File: src/rtl/lfsr_pkg.sv
// Shared types and constants for the LFSR stream encryptor.
// Holds the FSM encoding, tap table and ASCII window.
package lfsr_pkg;

  typedef enum logic [2:0] {
    IDLE,
    PRE,
    MSG,
    PAD,
    DONE
  } state_t;

  localparam logic [5:0] TAP_TABLE [6] = '{
    6'h21, 6'h2D, 6'h30,
    6'h33, 6'h36, 6'h39
  };

  localparam logic [2:0] TAP_MAX   = 3'd5;
  localparam logic [7:0] SPACE     = 8'h20;
  localparam logic [7:0] ASCII_MAX = 8'h5F;

  function automatic logic [5:0] tap_lookup(
    input logic [2:0] sel
  );
    case (sel)
      3'd0:    return TAP_TABLE[0];
      3'd1:    return TAP_TABLE[1];
      3'd2:    return TAP_TABLE[2];
      3'd3:    return TAP_TABLE[3];
      3'd4:    return TAP_TABLE[4];
      3'd5:    return TAP_TABLE[5];
      default: return 6'h00;
    endcase
  endfunction

  // Wraps modulo 64, so out-of-window bytes still encode.
  function automatic logic [5:0] to_sym(
    input logic [7:0] ch
  );
    return 6'(ch - SPACE);
  endfunction

  function automatic logic in_window(
    input logic [7:0] ch
  );
    return (ch >= SPACE) && (ch <= ASCII_MAX);
  endfunction

endpackage

File: src/rtl/lfsr_encrypt_ctrl_lfsr6.sv
// 6-bit Fibonacci LFSR with synchronous seed load.
// Feedback is the parity of the tapped state bits.
module lfsr6 (
  input  logic       clk,
  input  logic       rst_n,
  input  logic       init,
  input  logic       en,
  input  logic [5:0] taps,
  input  logic [5:0] seed,
  output logic [5:0] state
);

  always_ff @(posedge clk or negedge rst_n) begin
    if (!rst_n) begin
      state <= 6'h00;
    end else if (init) begin
      state <= seed;
    end else if (en) begin
      state <= {state[4:0], ^(state & taps)};
    end
  end

endmodule

File: src/rtl/lfsr_encrypt_ctrl.sv
// Frame FSM: preamble, message, pad; XORs LFSR state onto
// each symbol and advances the LFSR once per transferred beat.
module lfsr_encrypt_ctrl
  import lfsr_pkg::*;
#(
  parameter int PRE_LEN   = 10,
  parameter int TOTAL_LEN = 64
) (
  input  logic       clk,
  input  logic       rst_n,
  input  logic       start,
  input  logic [2:0] tap_sel,
  input  logic [5:0] seed,
  input  logic       in_valid,
  input  logic [7:0] in_data,
  input  logic       in_last,
  output logic       in_ready,
  output logic       out_valid,
  output logic [7:0] out_data,
  input  logic       out_ready,
  output logic       busy,
  output logic       done,
  output logic       err
);

  localparam logic [6:0] PRE_END = 7'(PRE_LEN);
  localparam logic [6:0] TOT_END = 7'(TOTAL_LEN);

  state_t     st_q, st_d;
  logic [6:0] beat_q, beat_d, beat_nxt;
  logic [5:0] taps_q, taps_d;
  logic       err_q, err_d;
  logic       lfsr_init, lfsr_en;
  logic [5:0] lfsr_st;
  logic [5:0] sym;
  logic       xfer;
  logic       cfg_bad;

  lfsr6 u_lfsr (
    .clk   (clk),
    .rst_n (rst_n),
    .init  (lfsr_init),
    .en    (lfsr_en),
    .taps  (taps_q),
    .seed  (seed),
    .state (lfsr_st)
  );

  always_ff @(posedge clk or negedge rst_n) begin
    if (!rst_n) begin
      st_q   <= IDLE;
      beat_q <= 7'd0;
      taps_q <= 6'h00;
      err_q  <= 1'b0;
    end else begin
      st_q   <= st_d;
      beat_q <= beat_d;
      taps_q <= taps_d;
      err_q  <= err_d;
    end
  end

  assign beat_nxt = beat_q + 7'd1;
  assign xfer     = out_valid & out_ready;
  assign cfg_bad  = (tap_sel > TAP_MAX) || (seed == 6'h00);

  always_comb begin
    st_d      = st_q;
    beat_d    = beat_q;
    taps_d    = taps_q;
    err_d     = err_q;
    lfsr_init = 1'b0;
    lfsr_en   = 1'b0;
    in_ready  = 1'b0;
    out_valid = 1'b0;
    sym       = 6'h00;
    done      = 1'b0;
    busy      = (st_q != IDLE);
    unique case (st_q)
      IDLE: begin
        if (start) begin
          if (cfg_bad) begin
            err_d = 1'b1;
          end else begin
            err_d     = 1'b0;
            taps_d    = tap_lookup(tap_sel);
            beat_d    = 7'd0;
            lfsr_init = 1'b1;
            st_d      = PRE;
          end
        end
      end
      PRE: begin
        out_valid = 1'b1;
        if (xfer) begin
          lfsr_en = 1'b1;
          beat_d  = beat_nxt;
          if (beat_nxt == PRE_END) st_d = MSG;
        end
      end
      MSG: begin
        out_valid = in_valid;
        in_ready  = out_ready;
        sym       = to_sym(in_data);
        if (xfer) begin
          lfsr_en = 1'b1;
          beat_d  = beat_nxt;
          if (!in_window(in_data)) err_d = 1'b1;
          if (in_last) begin
            st_d = (beat_nxt < TOT_END) ? PAD : DONE;
          end else if (beat_nxt == TOT_END) begin
            // Frame full before in_last: truncate.
            err_d = 1'b1;
            st_d  = DONE;
          end
        end
      end
      PAD: begin
        out_valid = 1'b1;
        if (xfer) begin
          lfsr_en = 1'b1;
          beat_d  = beat_nxt;
          if (beat_nxt == TOT_END) st_d = DONE;
        end
      end
      DONE: begin
        done = 1'b1;
        st_d = IDLE;
      end
      default: st_d = IDLE;
    endcase
  end

  assign out_data = out_valid ? {2'b00, sym ^ lfsr_st}
                              : 8'h00;
  assign err      = err_q;

endmodule

File: config.mk
export PLATFORM = sky130hd
export DESIGN_NAME = lfsr_encrypt_ctrl
export DESIGN_NICKNAME = d
export VERILOG_FILES = /design/src/rtl/lfsr_pkg.sv /design/src/rtl/lfsr_encrypt_ctrl_lfsr6.sv /design/src/rtl/lfsr_encrypt_ctrl.sv
export SDC_FILE = /design/constraint.sdc
export NUM_CORES = 1
export LEC_CHECK = 0
export BUFFER_PORTS_ARGS = -buffer_cell sky130_fd_sc_hd__buf_2
export CAP_MARGIN = 20
export CORE_ASPECT_RATIO = 0.7
export CORE_MARGIN = 3
export CORE_UTILIZATION = 41
export DETAILED_ROUTE_END_ITERATION = 8
export GPL_TIMING_DRIVEN = 0
export PLACE_DENSITY = 0.7
export SETUP_SLACK_MARGIN = 0.15
export SLEW_MARGIN = 10
export SYNTH_ARGS = -nofsm -noshare
export SYNTH_HDL_FRONTEND = slang
export SYNTH_HIERARCHICAL = 1
export SYNTH_SLANG_ARGS = --single-unit
File: constraint.sdc
create_clock -name clk -period 2.2 [get_ports clk]
set_input_delay 0.11 -clock clk [delete_from_list [all_inputs] [get_ports clk]]
set_output_delay 0.11 -clock clk [all_outputs]
set_load 0.05 [all_outputs]
==> summary.md <==
| Metric | Value |
|---|---|
| H-tree depth | 1 |
| Placeable Area | 0.00358 mm^2 |
| Initial Util | 0.436 |
| Slew @ Worst Pin | 0.503 ns |
| Relative slew slack | 0.664 |
| Reg2Reg Setup Slack | 0.14 ns |
| IO Pins | 36 |
| Root Buffer | clkbuf_8 |
| Share of cells above drive strength 1 | 0.320 |
| Total congestion overflow | 0 |
| Largest net degree at the start of global routing | 24 |
| Dominant synthesized flop cell | dfrtp_1 |
| Die Wd | 79.8 um |
| 1st-iter DRT viols | 91 |
| Pwr per Cell Area | 1180 mW/mm^2 |
| Post-DP HPWL | 2.79 mm |
| Seq/Total Area, Yosys | 0.368 |
| Net Switching | 0.00106 W |
| Fin. max-slew vios | 0 |
| HP Class | input pin to flop |
| WHS Path Cells | 2 |
| Vias in the first global route | 1,163 |
| Crit path launch type | flop |
| Routed wire length | 3.65 mm |
| DRC | 0 |
| DR pass1 iterations | 4 |
| RSZ-0062 raised after global routing | true |
| Hold Vio Cnt, Final | 0 |
| First-pass GRT wire length | 5.82 mm |
| Cell count of the worst reg-to-reg path | 6 |
| Die area | 0.00460 mm^2 |
| GR peak layer | met1 |
| Synthesized area per cell | 8.78 um^2 |
| Finish-stage setup viols | 0 |
| Max Clk Rate | 485 MHz |
| Met2 Use GR | 0.214 |
| Post-route ant nets | 0 |
| Final Total Pwr | 0.00227 W |
| Worst-case vdd ir drop | 599 uV |
| Outcome | completed |
| Clock Skew | 0.00636 ns |
| Site row count | 18 |
| Crit Path Max Fanout | 3 |
| Die H | 57.7 um |
| Hold path endpoint | taps_q[2] |
| Mapped Cells | 178 |
| Post-synth EDFFs | 0 |
| FF+latch count, synth | 23 |
| WL/cell | 13.4 um |
| Max incr delay on CP | 0.47 ns |
| Clock Pin Slew Worst Setup and Hold Paths | 0.08 ns |
| Combinational power share | 0.555 |
| Register share of total power | 0.330 |
| WHS | 0.0698 ns |
| Arrival time worst endpoint | 2.21 ns |
| Minimum clock period after layout | 2.06 ns |
| Post-Syn Area | 0.00156 mm^2 |
| Final worst path period share | 0.937 |
| Worst slack, placed | -0.0723 ns |
| Sw Ratio | 0.468 |
| Nets@finish | 248 |
| Ys Warns | 6 |
| Post-synth top cells | nand2_1 (27), dfrtp_1 (23), nor2_1 (17) |
| Cell variety after synth | 51 |
| Antenna violations before repair | 0 |
| Leakage | 0.898 nW |
| CTS tree | built |
| Diodes inserted | 0 |
| Crit path cell chain | ha_4 -> and4_4 -> a32o_2 -> or4b_4 -> and3_4 -> or3b_1 |
| Met3 usage | 0.0357 |
| Clock Latency Late Sink | 0.27 ns |
| Met1 Use GR | 0.270 |
| Count leader, synth | nand2_1 |
| Kind of critical path | flop to flop |
| Max-Cap Viols | 0 |
| Post-synthesis async set-or-reset flop share | 1.00 |
| Vias | 1,384 |
| Top-area cell type share of the netlist area | 0.368 |
| Clock Sinks | 23 |
| Clock Path Buffers | 2 |
| Worst R2R End | st_q[0] |
| WP data required | 2.35 ns |
| Int Pwr | 0.00121 W |
| Critical R2R Launch | beat_q[0] |
| HP Start | tap_sel[1] |
| Clock share of power | 0.115 |
| Crit end category | flop |
| DR vias/cell | 5.09 |
| Area Growth Syn to Fin | 23.6% |
| Gpl congestion | 0.844 |
| TritonCTS buffer count | 3 |
| Critical path's slowest cell | or4b_4 |
| Top cell type by total area after synthesis | dfrtp_1 |
| Setup ws final | 0.139 ns |
| Cells taking the most area after synthesis | dfrtp_1 (37%), nand2_1 (6.5%), xor2_1 (5.6%) |
| Global Route Usage Sum | 0.162 |
| PortBufs | 33 |
==> flip-flops by register name, summed over array words and instances (netlist names) <==
| name | count |
|---|---|
| err | 1 |
| taps_q | 6 |
| st_q | 3 |
| u_lfsr/state | 6 |
| beat_q | 7 |
==> worst max-delay path by stage <==
stage,depth (start not counted),slack (ns),from,end
finish,6,0.14,beat_q[0],st_q[0]
global route,6,0.09,beat_q[0],st_q[0]
global placement,6,-0.07,beat_q[0],st_q[0]
floorplan,6,0.08,beat_q[0],st_q[0]
detailed placement,6,-0.07,beat_q[0],st_q[0]
CTS,6,0.10,beat_q[0],st_q[0]
==> cells in the final DEF, fill, tap and decap left out, drive strengths merged, types with 3 or more instances in the layout <==
| cell | count |
|---|---|
| nand2b | 5 |
| buf | 45 |
| o31ai | 3 |
| xor2 | 10 |
| dfrtp | 23 |
| nor2 | 17 |
| o21ai | 15 |
| inv | 6 |
| nand2 | 28 |
| and2 | 3 |
| xnor2 | 7 |
| nand3 | 5 |
| clkbuf | 7 |
| mux2i | 6 |
==> critical path, delay by kind of cell, from the launching register on <==
| kind | cells | cell delay (ns) |
|---|---|---|
| AO/OA/AOI/OAI | 1 | 0.19 |
| adder cells (fa/ha/maj) | 1 | 0.14 |
| flip-flops | 1 | 0.39 |
| AND/OR/NAND/NOR | 4 | 1.21 |
==> layer usage <==
layer / vias up / routed length [um]
li1: 701 / -
met1: 645 / 2010
met2: 35 / 1430
met3: 3 / 194
met4: 0 / 10
met5: - / 0
==> power groups by stage <==
stage | registers, W | clock network, W | logic [W]
floorplan | 0.000751 | 0 | 0.000919
global placement | 0.000771 | 0 | 0.00115
detailed placement | 0.000775 | 0 | 0.00117
CTS | 0.000748 | 0.000273 | 0.00124
global route | 0.000777 | 0.000285 | 0.00138
finish | 0.000750 | 0.000262 | 0.00126
==> logic make-up after synthesis <==
| group | after synthesis | synth area share |
|---|---|---|
| AO/OA/AOI/OAI | 35 | 0.159 |
| XOR/XNOR | 18 | 0.114 |
| adder cells (fa/ha/maj) | 2 | 0.0160 |
| buffers and inverters | 16 | 0.0552 |
| flip-flops | 23 | 0.368 |
| multiplexers | 6 | 0.0384 |
| other | 1 | 0.00240 |
| AND/OR/NAND/NOR | 77 | 0.246 |
==> repair_timing <==
| action | in CTS | in global routing |
|---|---|---|
| pin swaps | 1 | 2 |
| gates resized for setup | 5 | 12 |
| buffers inserted | 3 | 2 |
| setup endpoints to repair | 12 | 18 |
| hold endpoints to repair | 23 | 0 |
| hold buffers | 1 | 0 |
==> through the flow <==
step	utilization	cells	cell area [um^2]	TNS, ns
2_1_floorplan	-	179	1580	0
3_3_place_gp	0.506	262	1810	-0.0730
3_5_place_dp	0.506	262	1810	-0.0723
5_1_grt	0.539	272	1930	0
4_1_cts	0.530	270	1900	0
6_report	0.539	272	1930	0
==> area by class of cell <==
class / instances / area (um^2)
plain buffers: 10 / 68.8
inverters: 6 / 22.5
repair buffers: 39 / 213
clock buffers: 4 / 45.0
flip-flops and latches: 23 / 581
well taps: 50 / 62.6
multi-input cells: 140 / 940
fillers: 370 / 1650
Power figures use the tool's default switching activity.
